[config.mk]
export PLATFORM = sky130hd
export DESIGN_NAME = trivium_word_cipher_flat
export DESIGN_NICKNAME = d
export VERILOG_FILES = /design/src/rtl/trivium_word_cipher_if.sv /design/src/rtl/trivium_word_cipher.sv /design/src/flat_wrapper.sv
export SDC_FILE = /design/constraint.sdc
export NUM_CORES = 1
export LEC_CHECK = 0
export ABC_CLOCK_PERIOD_IN_PS = 1600
export CAP_MARGIN = 20
export CORE_AREA = 2 2 54 56
export DETAILED_ROUTE_END_ITERATION = 7
export DIE_AREA = 0 0 56 58
export PLACE_DENSITY = 0.76
export SLEW_MARGIN = 40
export SYNTH_ARGS = -nofsm -noshare
export SYNTH_HDL_FRONTEND = slang
export SYNTH_SLANG_ARGS = --single-unit
[constraint.sdc]
create_clock -name clk -period 1.6 [get_ports clk]
set_input_delay 0.32 -clock clk [delete_from_list [all_inputs] [get_ports clk]]
set_output_delay 0.32 -clock clk [all_outputs]
set_load 0.02 [all_outputs]
[src/rtl/trivium_word_cipher_if.sv]
// Valid/ready word stream carrying plaintext into, or ciphertext out of, the
// keystream XOR block.
//   valid : producer has a word on data
//   ready : consumer takes the word this cycle
//   data  : WIDTH-bit word
// master modport = producer side, slave modport = consumer side.
interface trivium_word_cipher_if #(
  parameter int unsigned WIDTH = 8
) ();
  logic             valid;
  logic             ready;
  logic [WIDTH-1:0] data;

  modport master (output valid, output data, input ready);
  modport slave  (input valid, input data, output ready);
endinterface

[src/rtl/trivium_word_cipher.sv]
// Keystream word cipher: requests keystream bits one per cycle from a Trivium
// generator, packs them LSB-first into a WIDTH-bit keystream word, and XORs
// that word with each accepted plaintext word. One keystream word per data word.
//
// Ports:
//   clk, rst    : clock, asynchronous active-low reset
//   ks_ready    : generator initialised
//   ks_en       : combinational bit request to the generator
//   ks_bit      : keystream bit, valid the cycle after ks_en
//   in_stream   : plaintext word stream (slave); in_stream.ready is combinational
//   out_stream  : registered ciphertext word stream (master)
//   bypass      : only with TRIVIUM_CIPHER_BYPASS_EN defined; passes the word
//                 through unencrypted without consuming keystream
//
// Optional feature macro: TRIVIUM_CIPHER_BYPASS_EN
module trivium_word_cipher #(
  parameter int unsigned WIDTH = 8
) (
  input  logic                  clk,
  input  logic                  rst,
  input  logic                  ks_ready,
  output logic                  ks_en,
  input  logic                  ks_bit,
`ifdef TRIVIUM_CIPHER_BYPASS_EN
  input  logic                  bypass,
`endif
  trivium_word_cipher_if.slave  in_stream,
  trivium_word_cipher_if.master out_stream
);

  localparam int unsigned CW = $clog2(WIDTH + 1);

  logic [WIDTH-1:0] ks_word,   ks_word_n;
  logic [CW-1:0]    req_cnt,   req_cnt_n;
  logic [CW-1:0]    rcv_cnt,   rcv_cnt_n;
  logic             pend,      pend_n;
  logic             ks_full,   ks_full_n;
  logic             out_valid, out_valid_n;
  logic [WIDTH-1:0] out_data,  out_data_n;

  logic             out_free;
  logic             in_ready;
  logic             fire;
  logic             plain;

  // Handshake and bit-request decode; rst gating keeps both low in reset.
  always_comb begin
    out_free = !out_valid || out_stream.ready;
`ifdef TRIVIUM_CIPHER_BYPASS_EN
    plain    = bypass;
`else
    plain    = 1'b0;
`endif
    in_ready = rst && out_free && (ks_full || plain);
    fire     = in_stream.valid && in_ready;
    ks_en    = rst && ks_ready && !ks_full && (req_cnt < CW'(WIDTH));
  end

  assign in_stream.ready  = in_ready;
  assign out_stream.valid = out_valid;
  assign out_stream.data  = out_data;

  // Next-state: keystream fill, word consumption, output register.
  always_comb begin
    ks_word_n   = ks_word;
    req_cnt_n   = req_cnt;
    rcv_cnt_n   = rcv_cnt;
    pend_n      = ks_en;
    ks_full_n   = ks_full;
    out_valid_n = out_valid;
    out_data_n  = out_data;

    if (ks_en) begin
      req_cnt_n = req_cnt + CW'(1);
    end

    // Bit requested last cycle arrives now, even if ks_ready has since dropped.
    if (pend) begin
      for (int unsigned i = 0; i < WIDTH; i++) begin
        if (rcv_cnt == CW'(i)) begin
          ks_word_n[i] = ks_bit;
        end
      end
      rcv_cnt_n = rcv_cnt + CW'(1);
      if (rcv_cnt == CW'(WIDTH - 1)) begin
        ks_full_n = 1'b1;
      end
    end

    if (out_valid && out_stream.ready) begin
      out_valid_n = 1'b0;
    end

    if (fire) begin
      out_valid_n = 1'b1;
      if (plain) begin
        out_data_n = in_stream.data;
      end else begin
        out_data_n = in_stream.data ^ ks_word;
        ks_full_n  = 1'b0;
        req_cnt_n  = '0;
        rcv_cnt_n  = '0;
      end
    end
  end

  // State register.
  always_ff @(posedge clk or negedge rst) begin
    if (!rst) begin
      ks_word   <= '0;
      req_cnt   <= '0;
      rcv_cnt   <= '0;
      pend      <= 1'b0;
      ks_full   <= 1'b0;
      out_valid <= 1'b0;
      out_data  <= '0;
    end else begin
      ks_word   <= ks_word_n;
      req_cnt   <= req_cnt_n;
      rcv_cnt   <= rcv_cnt_n;
      pend      <= pend_n;
      ks_full   <= ks_full_n;
      out_valid <= out_valid_n;
      out_data  <= out_data_n;
    end
  end

endmodule

[src/flat_wrapper.sv]
// flat-port wrapper written by rule: the top's interface ports become plain ports
module trivium_word_cipher_flat 
#(
  parameter int unsigned WIDTH = 8
)
  (clk, rst, ks_ready, ks_en, ks_bit, in_stream_valid, in_stream_data, in_stream_ready, out_stream_valid, out_stream_data, out_stream_ready);
  trivium_word_cipher_if #(.WIDTH(WIDTH)) in_stream_i ();
  trivium_word_cipher_if #(.WIDTH(WIDTH)) out_stream_i ();
  input  logic clk;
  input  logic rst;
  input  logic ks_ready;
  output logic ks_en;
  input  logic ks_bit;
  input wire logic [$bits(in_stream_i.valid)-1:0] in_stream_valid;
  input wire logic [$bits(in_stream_i.data)-1:0] in_stream_data;
  output wire logic [$bits(in_stream_i.ready)-1:0] in_stream_ready;
  output wire logic [$bits(out_stream_i.valid)-1:0] out_stream_valid;
  output wire logic [$bits(out_stream_i.data)-1:0] out_stream_data;
  input wire logic [$bits(out_stream_i.ready)-1:0] out_stream_ready;
  assign in_stream_i.valid = in_stream_valid;
  assign in_stream_i.data = in_stream_data;
  assign in_stream_ready = in_stream_i.ready;
  assign out_stream_valid = out_stream_i.valid;
  assign out_stream_data = out_stream_i.data;
  assign out_stream_i.ready = out_stream_ready;
  trivium_word_cipher #(.WIDTH(WIDTH)) u_core (.clk(clk), .rst(rst), .ks_ready(ks_ready), .ks_en(ks_en), .ks_bit(ks_bit), .in_stream(in_stream_i), .out_stream(out_stream_i));
endmodule
==> results <==
## worst max path at each step
stage	end	slack, ns	depth (start not counted)
after floorplan	u_core.out_stream.data[1]	0.16	5
after global placement	ks_en	-0.54	3
after detailed placement	ks_en	-0.57	3
after CTS	ks_en	-0.03	3
after global routing	ks_en	-0.05	2
final	in_stream_ready	0.03	3
## worst reg2reg max path, delay by kind of cell, from the launching register on
family	cells	cell delay (ns)
mux	1	0.37
buf+inv	1	0.11
simple gates	2	0.44
flops	1	0.43
## logic make-up after synthesis
family / after synthesis / synth area share
flip-flops: 27 / 0.522
multiplexers: 18 / 0.158
AO/OA/AOI/OAI: 2 / 0.00870
AND/OR/NAND/NOR: 31 / 0.148
adder cells (fa/ha/maj): 5 / 0.0484
XOR/XNOR: 12 / 0.0812
buffers and inverters: 6 / 0.0338
## report_power, final
| group | switching [mW] | internal (mW) | leakage [nW] | total (mW) |
|---|---|---|---|---|
| Combinational | 0.499 | 0.568 | 0.420 | 1.07 |
| Clock | 0.187 | 0.0979 | 0.0150 | 0.285 |
| Sequential | 0.225 | 0.983 | 0.333 | 1.21 |
| Total | 0.912 | 1.65 | 0.768 | 2.56 |
## area by class of cell
cell class                      instances  area [µm²]  area share
Sequential cell                        27         676       0.416
Multi-Input combinational cell         68         589       0.363
Timing Repair Buffer                   32         287       0.176
Tap cell                               31        38.8      0.0239
Clock buffer                            4        26.3      0.0162
Inverter                                2        7.51     0.00462
## cells in the final DEF (no fill, tap or decap)
cell	synthesis	layout
and4_4	1	1
and4b_1	1	1
mux2_2	15	15
buf_4	0	10
nand4_1	2	2
a31oi_1	1	1
and3_1	1	1
nand2b_4	1	1
nor4_2	1	1
dlygate4sd2_1	0	9
nor2_1	10	10
nor4bb_4	0	1
xnor2_1	2	2
clkbuf_1	0	1
a21oi_1	1	1
nor4bb_1	2	1
inv_1	2	2
dfrtp_1	27	27
and3_2	1	1
clkdlybuf4s50_1	0	12
xor2_1	10	10
nor3b_2	1	1
mux2i_1	2	2
clkbuf_4	0	3
dlymetal6s2s_1	0	1
nand4b_1	1	1
and3b_1	1	1
mux2_4	1	1
nand2_1	8	8
ha_1	5	5
## routing by layer
layer | wire [µm] | vias to the layer above
met2 | 1120 | 14
met3 | 79 | 5
met5 | 0 | -
met4 | 46 | 0
met1 | 939 | 427
li1 | - | 410
## flip-flops by register name, indices dropped and copies added, names as in the netlist
signal and count:
u_core.pend 1, u_core.rcv_cnt 4, u_core.req_cnt 4, u_core.out_stream.data 8, u_core.ks_word 8, u_core.out_stream.valid 1
u_core.ks_full 1
## synthesized netlist by cell type
master / n
dfrtp_1: 27
mux2_2: 15
nor2_1: 10
xor2_1: 10
nand2_1: 8
ha_1: 5
inv_1: 2
mux2i_1: 2
nand4_1: 2
nor4bb_1: 2
xnor2_1: 2
a21oi_1: 1
a31oi_1: 1
and3_1: 1
and3_2: 1
and3b_1: 1
and4_4: 1
and4b_1: 1
buf_2: 1
buf_6: 1
buf_8: 1
clkbuf_2: 1
mux2_4: 1
nand2b_4: 1
nand4b_1: 1
nor3b_2: 1
nor4_2: 1
## stage by stage
stage               power, mW  setup TNS, ns  setup slack, ns
finish                   2.56              0           0.0288
global route             2.77        -0.0733          -0.0461
CTS                      2.59        -0.0256          -0.0256
detailed placement       2.37          -3.61           -0.568
global placement         2.30          -3.24           -0.537
floorplan                1.90              0            0.163
## what timing repair did
action | in CTS | in global routing
endpoints found under the setup margin | 11 | 2
cloned | 0 | 0
hold endpoints to repair | 0 | 0
gates resized for setup | 21 | 2
pin swaps | 0 | 1
buffers inserted | 0 | 1
==> results.json <==
{
  "status": "finished, final reports clean",
  "dp_hpwl_mm": 1.60,
  "worst_setup_path_start_kind": "flop",
  "grt_max_degree": 30,
  "yosysTopAreaCell": "dfrtp_1",
  "relSlewSlack": 0.771,
  "dieWidth_um": 56,
  "grt_first_pass_wirelength_mm": 3.86,
  "place.gp.congestion": 0.758,
  "antenna_found_initial": 0,
  "setup_viol": 0,
  "vdd_drop_max_v": 0.00103,
  "grt_busiest_layer": "met2",
  "vias": 856,
  "syn_area_um2": 1290,
  "rrSetupSlack_ns": 0.15,
  "track_usage": 0.155,
  "hold_buffers": 0,
  "rows": 19,
  "synth_area_leaders": "dfrtp_1 (52%), mux2_2 (13%), xor2_1 (6.8%)",
  "pwr_density_cell_nw_per_um2": 1580,
  "r2r_cells": 4,
  "worstPathCellList": "buf_4, and3_2, buf_4",
  "grt.met3_usage": 0.0491,
  "n_fill_cell": 224,
  "yosysWarningCount": 0,
  "ys_types": 27,
  "grt_overflow_total": 0,
  "via_per_inst": 5.22,
  "io-pin-count": 25,
  "syn_to_final_growth_pct": 25.5,
  "ant_nets": 0,
  "first_global_vias": 868,
  "fmax_ghz": 0.636,
  "worst_slew_pin_slew_ns": 0.343,
  "wl_per_cell_um": 13.3,
  "cp_top_family": "flip-flops",
  "dr.pass1.iters": 4,
  "slew_viol_final": 0,
  "cts_tree": "built",
  "cts-root-buf": "clkbuf_4",
  "drive_gt1_frac": 0.263,
  "crit_type": "flop to output port",
  "met1_usage": 0.185,
  "synth_top_cell_area_share": 0.522,
  "end_kind": "output port",
  "critPathBufInv": 2,
  "io_buffers": 24,
  "worstReg2RegEnd": "u_core.out_stream.data[4]",
  "route.detailed.drc": 0,
  "drt_wl_total_mm": 2.19,
  "drv_cap": 0,
  "yosysSeqAreaShare": 0.522,
  "numClockSinks": 27,
  "arrival_ns": 1.25,
  "rsz0062_at_grt": "yes",
  "utilization": 0.610,
  "hold_path.class": "input port to asynchronous set/reset pin",
  "clk_pin_slew_worst_paths_ns": 0.13,
  "fin_cells": 164,
  "finalInstanceArea_um2": 1620,
  "drt_iter0_drc": 4,
  "placed_cells": 159,
  "rr_startpoint": "u_core.out_stream.valid",
  "syn_avg_cell_area_um2": 12.8,
  "synthCells": 101,
  "post-route-period-util": 0.982,
  "die_h_um": 58,
  "core_um2": 2660,
  "place_area_um2": 1590,
  "cts_max_level": 1,
  "ys_ff_latch": 27,
  "globalRouteMet2Util": 0.259,
  "crit_required_ns": 1.28,
  "ctsLongestPathBuffers": 2,
  "leakage_nw": 0.768,
  "crit_fanout": 5,
  "period_minus_slack_ns": 1.57,
  "initial_core_util": 0.486,
  "cp_slowest_cell": "dfrtp_1",
  "die-area_um2": 3250,
  "diodes": 0,
  "clk_latency_ns": 0.33,
  "cpMostUsedCell": "buf_4",
  "fin_nets": 153,
  "hold_viol_final": 0,
  "syn_nets": 120,
  "cp-startpoint": "u_core.ks_full",
  "cts_buffers": 3,
  "cpPeakStageDelay_ns": 0.43,
  "fin_worst_skew_ns": 0.00659,
  "hold_ws_ns": 0.110
}
(Power assumes the default switching activity.)
